File: src/rtl/popcount_pkg.sv
// Shared types and helpers for the streaming population counter:
// FSM state encoding, chunk-count helper and a width-parameterised saturating adder.
package popcount_pkg;

    typedef enum logic [1:0] {
        IDLE,
        COUNT,
        HOLD
    } state_t;

    // Widest accumulator the saturating adder supports.
    localparam int SAT_MAXW = 32;

    function automatic int nchunk(input int data_width, input int chunk_width);
        return data_width / chunk_width;
    endfunction

    // Returns {saturated, value}; value clamps to 2^width-1 when a+b overflows width bits.
    function automatic logic [SAT_MAXW:0] sat_add(
        input logic [SAT_MAXW-1:0] a,
        input logic [SAT_MAXW-1:0] b,
        input int unsigned         width
    );
        logic [SAT_MAXW:0] sum;
        logic [SAT_MAXW:0] lim;
        sum = {1'b0, a} + {1'b0, b};
        lim = ((SAT_MAXW+1)'(1) << width) - (SAT_MAXW+1)'(1);
        if (sum > lim) begin
            return {1'b1, lim[SAT_MAXW-1:0]};
        end
        return {1'b0, sum[SAT_MAXW-1:0]};
    endfunction

endpackage

File: src/rtl/popcount_stream_chunk.sv
// Combinational ones-counter for a single W-bit chunk; the only popcount
// logic in the stream block, shared across all chunk positions.
module chunk_popcount #(
    parameter int W = 8
) (
    input  logic [W-1:0]         data_i,
    output logic [$clog2(W):0]   count_o
);

    localparam int CW = $clog2(W) + 1;

    always_comb begin
        count_o = '0;
        for (int i = 0; i < W; i++) begin
            count_o = count_o + CW'(data_i[i]);
        end
    end

endmodule

File: src/rtl/popcount_stream.sv
// Streaming population counter: counts one CHUNK_WIDTH slice per cycle and
// reports per-word counts or a saturating per-packet total over valid/ready.
module popcount_stream
    import popcount_pkg::*;
#(
    parameter int DATA_WIDTH  = 32,
    parameter int CHUNK_WIDTH = 8,
    parameter int CNT_WIDTH   = 16
) (
    input  logic                  clk,
    input  logic                  resetn,
    input  logic                  in_valid,
    output logic                  in_ready,
    input  logic [DATA_WIDTH-1:0] in_data,
    input  logic                  in_last,
    input  logic                  mode,
    output logic                  out_valid,
    input  logic                  out_ready,
    output logic [CNT_WIDTH-1:0]  out_count,
    output logic                  out_sat
);

    localparam int NCHUNK = nchunk(DATA_WIDTH, CHUNK_WIDTH);
    localparam int IDXW   = (NCHUNK > 1) ? $clog2(NCHUNK) : 1;
    localparam int PCW    = $clog2(CHUNK_WIDTH) + 1;
    localparam logic [IDXW-1:0] LAST_IDX = IDXW'(NCHUNK - 1);

    if (DATA_WIDTH % CHUNK_WIDTH != 0) begin : g_bad_chunk
        $error("DATA_WIDTH must be a multiple of CHUNK_WIDTH");
    end
    if (CNT_WIDTH < $clog2(DATA_WIDTH) + 1) begin : g_bad_cnt
        $error("CNT_WIDTH too narrow for a full word count");
    end
    if (CNT_WIDTH > SAT_MAXW) begin : g_bad_cnt_max
        $error("CNT_WIDTH exceeds the saturating adder width");
    end

    state_t                 state_q, state_d;
    logic [DATA_WIDTH-1:0]  data_q, data_d;
    logic                   last_q, last_d;
    logic                   mode_q, mode_d;
    logic                   open_q, open_d;
    logic [IDXW-1:0]        idx_q, idx_d;
    logic [CNT_WIDTH-1:0]   acc_q, acc_d;
    logic                   sat_q, sat_d;
    logic [CNT_WIDTH-1:0]   cnt_q, cnt_d;
    logic                   osat_q, osat_d;

    logic [CHUNK_WIDTH-1:0] chunk_arr [NCHUNK];
    logic [CHUNK_WIDTH-1:0] chunk_sel;
    logic [PCW-1:0]         chunk_cnt;
    logic [SAT_MAXW-1:0]    acc_ext;
    logic [SAT_MAXW-1:0]    pc_ext;
    logic [SAT_MAXW:0]      sum;
    logic                   sum_unused;

    genvar gi;
    for (gi = 0; gi < NCHUNK; gi++) begin : g_chunk
        assign chunk_arr[gi] = data_q[gi*CHUNK_WIDTH +: CHUNK_WIDTH];
    end
    assign chunk_sel = chunk_arr[idx_q];

    chunk_popcount #(
        .W (CHUNK_WIDTH)
    ) u_chunk (
        .data_i  (chunk_sel),
        .count_o (chunk_cnt)
    );

    assign sum_unused = ^(sum >> CNT_WIDTH);

    always_comb begin
        state_d = state_q;
        data_d  = data_q;
        last_d  = last_q;
        mode_d  = mode_q;
        open_d  = open_q;
        idx_d   = idx_q;
        acc_d   = acc_q;
        sat_d   = sat_q;
        cnt_d   = cnt_q;
        osat_d  = osat_q;

        acc_ext = '0;
        pc_ext  = '0;
        acc_ext[CNT_WIDTH-1:0] = acc_q;
        pc_ext[PCW-1:0]        = chunk_cnt;
        sum = sat_add(acc_ext, pc_ext, CNT_WIDTH);

        unique case (state_q)
            IDLE: begin
                if (in_valid) begin
                    data_d  = in_data;
                    last_d  = in_last;
                    // Only the first word of a packet decides the mode.
                    if (!open_q) begin
                        mode_d = mode;
                    end
                    idx_d   = '0;
                    state_d = COUNT;
                end
            end
            COUNT: begin
                acc_d = sum[CNT_WIDTH-1:0];
                sat_d = sat_q | sum[SAT_MAXW];
                if (idx_q == LAST_IDX) begin
                    idx_d = '0;
                    if (!mode_q || last_q) begin
                        state_d = HOLD;
                        cnt_d   = acc_d;
                        osat_d  = sat_d;
                        open_d  = 1'b0;
                    end else begin
                        state_d = IDLE;
                        open_d  = 1'b1;
                    end
                end else begin
                    idx_d = idx_q + 1'b1;
                end
            end
            HOLD: begin
                if (out_ready) begin
                    acc_d   = '0;
                    sat_d   = 1'b0;
                    state_d = IDLE;
                end
            end
            default: state_d = IDLE;
        endcase
    end

    always_ff @(posedge clk or negedge resetn) begin
        if (!resetn) begin
            state_q <= IDLE;
            data_q  <= '0;
            last_q  <= 1'b0;
            mode_q  <= 1'b0;
            open_q  <= 1'b0;
            idx_q   <= '0;
            acc_q   <= '0;
            sat_q   <= 1'b0;
            cnt_q   <= '0;
            osat_q  <= 1'b0;
        end else begin
            state_q <= state_d;
            data_q  <= data_d;
            last_q  <= last_d;
            mode_q  <= mode_d;
            open_q  <= open_d;
            idx_q   <= idx_d;
            acc_q   <= acc_d;
            sat_q   <= sat_d;
            cnt_q   <= cnt_d;
            osat_q  <= osat_d;
        end
    end

    assign in_ready  = (state_q == IDLE);
    assign out_valid = (state_q == HOLD);
    assign out_count = cnt_q;
    assign out_sat   = osat_q;

endmodule
File: config.mk
export PLATFORM = sky130hd
export DESIGN_NAME = popcount_stream
export DESIGN_NICKNAME = d
export VERILOG_FILES = /design/src/rtl/popcount_pkg.sv /design/src/rtl/popcount_stream_chunk.sv /design/src/rtl/popcount_stream.sv
export SDC_FILE = /design/constraint.sdc
export NUM_CORES = 1
export LEC_CHECK = 0
export CAP_MARGIN = 20
export CORE_ASPECT_RATIO = 1.1
export CORE_MARGIN = 5
export CORE_UTILIZATION = 40
export CTS_CLUSTER_DIAMETER = 200
export DETAILED_ROUTE_END_ITERATION = 6
export HOLD_SLACK_MARGIN = 0.03
export PLACE_DENSITY_LB_ADDON = 0.15
export RECOVER_POWER = 50
export REMOVE_ABC_BUFFERS = 1
export SETUP_SLACK_MARGIN = 0.15
export SLEW_MARGIN = 0
export SYNTH_ARGS = -nofsm -noshare
export SYNTH_HDL_FRONTEND = slang
export SYNTH_HIERARCHICAL = 1
export SYNTH_SLANG_ARGS = --single-unit
File: constraint.sdc
create_clock -name clk -period 6.2 [get_ports clk]
set_clock_uncertainty 0.2 [all_clocks]
set_input_delay 1.86 -clock clk [delete_from_list [all_inputs] [get_ports clk]]
set_output_delay 1.86 -clock clk [all_outputs]
set_load 0.02 [all_outputs]
==> results.md <==
- Cells after Synth: 399
- Area leader, netlist: dfrtp_1
- Post-Synth XOR/XNOR Area: 2.100%
- Initial antenna violation count: 0
- Clk Latency, worst-skew pair: 0.35 ns
- Synthesized area per cell: 9.408 um^2
- Via/cell ratio: 5.014
- Setup Viol. Count Final: 0
- Share of layout cells above drive strength 1: 8.734%
- Total CTS buffers: 9
- # diodes: 0
- Hold_buf cts: 0
- Routed wire length: 8191 um
- Failing checks: capacitance limit, slew limit
- Clock Path Buffers: 2
- Routed len/inst: 14.25 um
- First-pass GRT wire length: 14,120 um
- DRC viols: 0
- RSZ-0062 raised after global routing: false
- Clock-pin slew on the worst setup and hold paths: 0.07 ns
- Main combinational cell family by area after synthesis: simple AND/OR/NAND/NOR gates
- Worst-Margin Slew: 1.600 ns
- Post-synthesis sequential area ratio: 48.67%
- Status: finished, violations left
- Multiplexer area fraction after synthesis: 5.100%
- CP required: 6.26 ns
- # rows: 37
- CP Class: flip-flop to flip-flop
- Grt ovf: 0
- Finished Core Util: 50.43%
- Complex-gate fraction of the synthesized area: 13.93%
- Initial core utilization: 40.54%
- GPL Wtd Cong: 0.8175
- Core Region: 0.009259 mm^2
- Fin nets: 504
- Worst r2r path cells: 17
- Post-CTS Setup Bufs: 0
- Ys flop type: dfrtp_1
- H-tree levels: 3
- Fin crit period: 5.635 ns
- Sum Neg Setup Slack: 0 ns
- Number of synthesis warnings: 6
- Worst EP arrival: 5.69 ns
- Syn Std Cell Area: 0.003754 mm^2
- Hold Path Class: flip-flop to flip-flop
- Die extent in x: 102.4 um
- Post-DRT Antenna Nets: 0
- Final Hold Fails: 0
- Post-Layout Cell Count: 575
- Num ports: 57
- Area grow syn2layout: 24.40%
- Yosys cell types: 44
- Vias in the first global route: 2,970
- CP endpoint kind: flip-flop
- Drt pass-1 iters: 4
- Num Clock Sinks: 73
- Largest cells by area after synthesis: dfrtp_1, nand2_1, mux4_2
- DR iter-0 viols: 160
- Period utilization: 90.88%
- Max cap viols: 1
- Post_cts resized: 0
- CP Max Fanout: 10
- CTS Root Cell: clkbuf_8
- Port-buffer cells: 56
- Vias: 2,883
- Die height: 111.6 um
- FFs w/ async S/R, synth: 100.0%
- Die area: 0.01142 mm^2
- Final instance area: 0.004669 mm^2
- CP Launch Type: flip-flop
- EDFF count, synth: 0
- Area after DPL: 0.004413 mm^2
- Adder-Cell Fraction of Synth Area: 5.333%
- HPWL Detailed: 5982 um
- Simple-gate portion of the synthesized area: 20.20%
- CTS tree: yes
- Hold depth: 2
- Cells after DPL: 557
- Synth top area share: 48.67%
- Number of fill cells: 883
- Yosys reg bits: 73
- Slew headroom: -6.690%
- GRT Total Usage: 15.72%
- Max Clk Rate: 177.5 MHz
- Slew Viols, Final: 31
- Pin count of the biggest net entering global routing: 50
-- layout by cell type, fill, tap and decap left out, types with 11 or more instances in the layout --
| master | n |
|---|---|
| nand3_1 | 12 |
| a21oi_1 | 20 |
| dfrtp_1 | 73 |
| o21ai_0 | 13 |
| inv_1 | 24 |
| nand2_1 | 122 |
| clkdlybuf4s50_1 | 54 |
| nor2_1 | 17 |
| clkbuf_8 | 11 |
-- final cells by class --
cell class	instances	area [um^2]	area share, %
sequential	73	1827	39.12
clock buffer	12	155.1	3.323
multi-input combinational	284	1752	37.51
inverter	24	90.09	1.929
clock inverter	4	98.84	2.117
tap	117	146.4	3.135
timing repair buffer	61	600.6	12.86
-- through the flow --
stage	hold slack, ns	setup WS [ns]
after global routing	0.3033	0.2821
after CTS	0.2805	0.5485
after detailed placement	0.2598	0.5614
after global placement	0.2539	0.7741
after floorplan	0.2369	0.9503
final	0.2756	0.5655
-- sequential cells by signal (all words and copies together) (netlist names) --
signal,cells
state_q,2
out_sat,1
data_q,32
sat_q,1
last_q,1
open_q,1
idx_q,2
acc_q,16
mode_q,1
out_count,16
-- cells by family (layout without fill, tap and decap cells) --
kind of cell               Yosys count  in the layout
muxes                                9              9
and+or+nand+nor                    175            175
AOI/OAI and AO/OA                   78             78
xor gates and xnor gates             9              9
buffers and inverters               42            101
DFF                                 73             73
adders and majority gates           13             13
-- cells in the mapped netlist, types with 4 or more instances --
master / number
and3_1: 6
a21oi_1: 20
inv_1: 24
a21o_1: 7
o21ai_0: 13
o21ai_1: 8
mux4_2: 8
dfrtp_1: 73
xor2_1: 4
clkbuf_1: 11
a21oi_2: 8
nand2_1: 122
nor2_1: 17
a22o_1: 4
fa_1: 5
ha_1: 8
nand3_1: 12
xnor2_1: 5
nand2b_1: 4
-- final timing paths --
kind                                 endpoint  slack, ns  startpoint
worst max register to register       acc_q[3]       0.57    idx_q[0]
min in group asynchronous       out_count[11]       1.47      resetn
max in group asynchronous           data_q[2]       2.30      resetn
worst min-delay path               data_q[27]       0.28  data_q[27]
worst max-delay path                 acc_q[3]       0.57    idx_q[0]
worst min register to register     data_q[27]       0.28  data_q[27]
-- critical path, stage by stage (launching register included) --
cell and delay [ns]:
dfrtp_1 0.56, mux4_2 0.54, inv_1 0.08, fa_1 0.44
fa_1 0.46, fa_1 0.48, inv_1 0.04, ha_1 0.19
inv_1 0.07, fa_1 0.42, inv_1 0.09, inv_1 0.06
fa_1 0.43, nand2b_1 0.25, a21oi_2 0.41, and3_1 0.53
nor2_1 0.14, o21ai_1 0.15
-- metal layers --
layer  up-vias  wire length [um]  GRT usage (%)
li1       1442                 -              -
met1      1376              3689          20.63
met2        54              4061          25.10
met3        11               332          4.637
met4         0               108          4.637
met5         -                 0              0
Power is left out: the tool's default activity adds up to more than one toggle a clock period on the data nets, which glitch-free logic cannot reach.
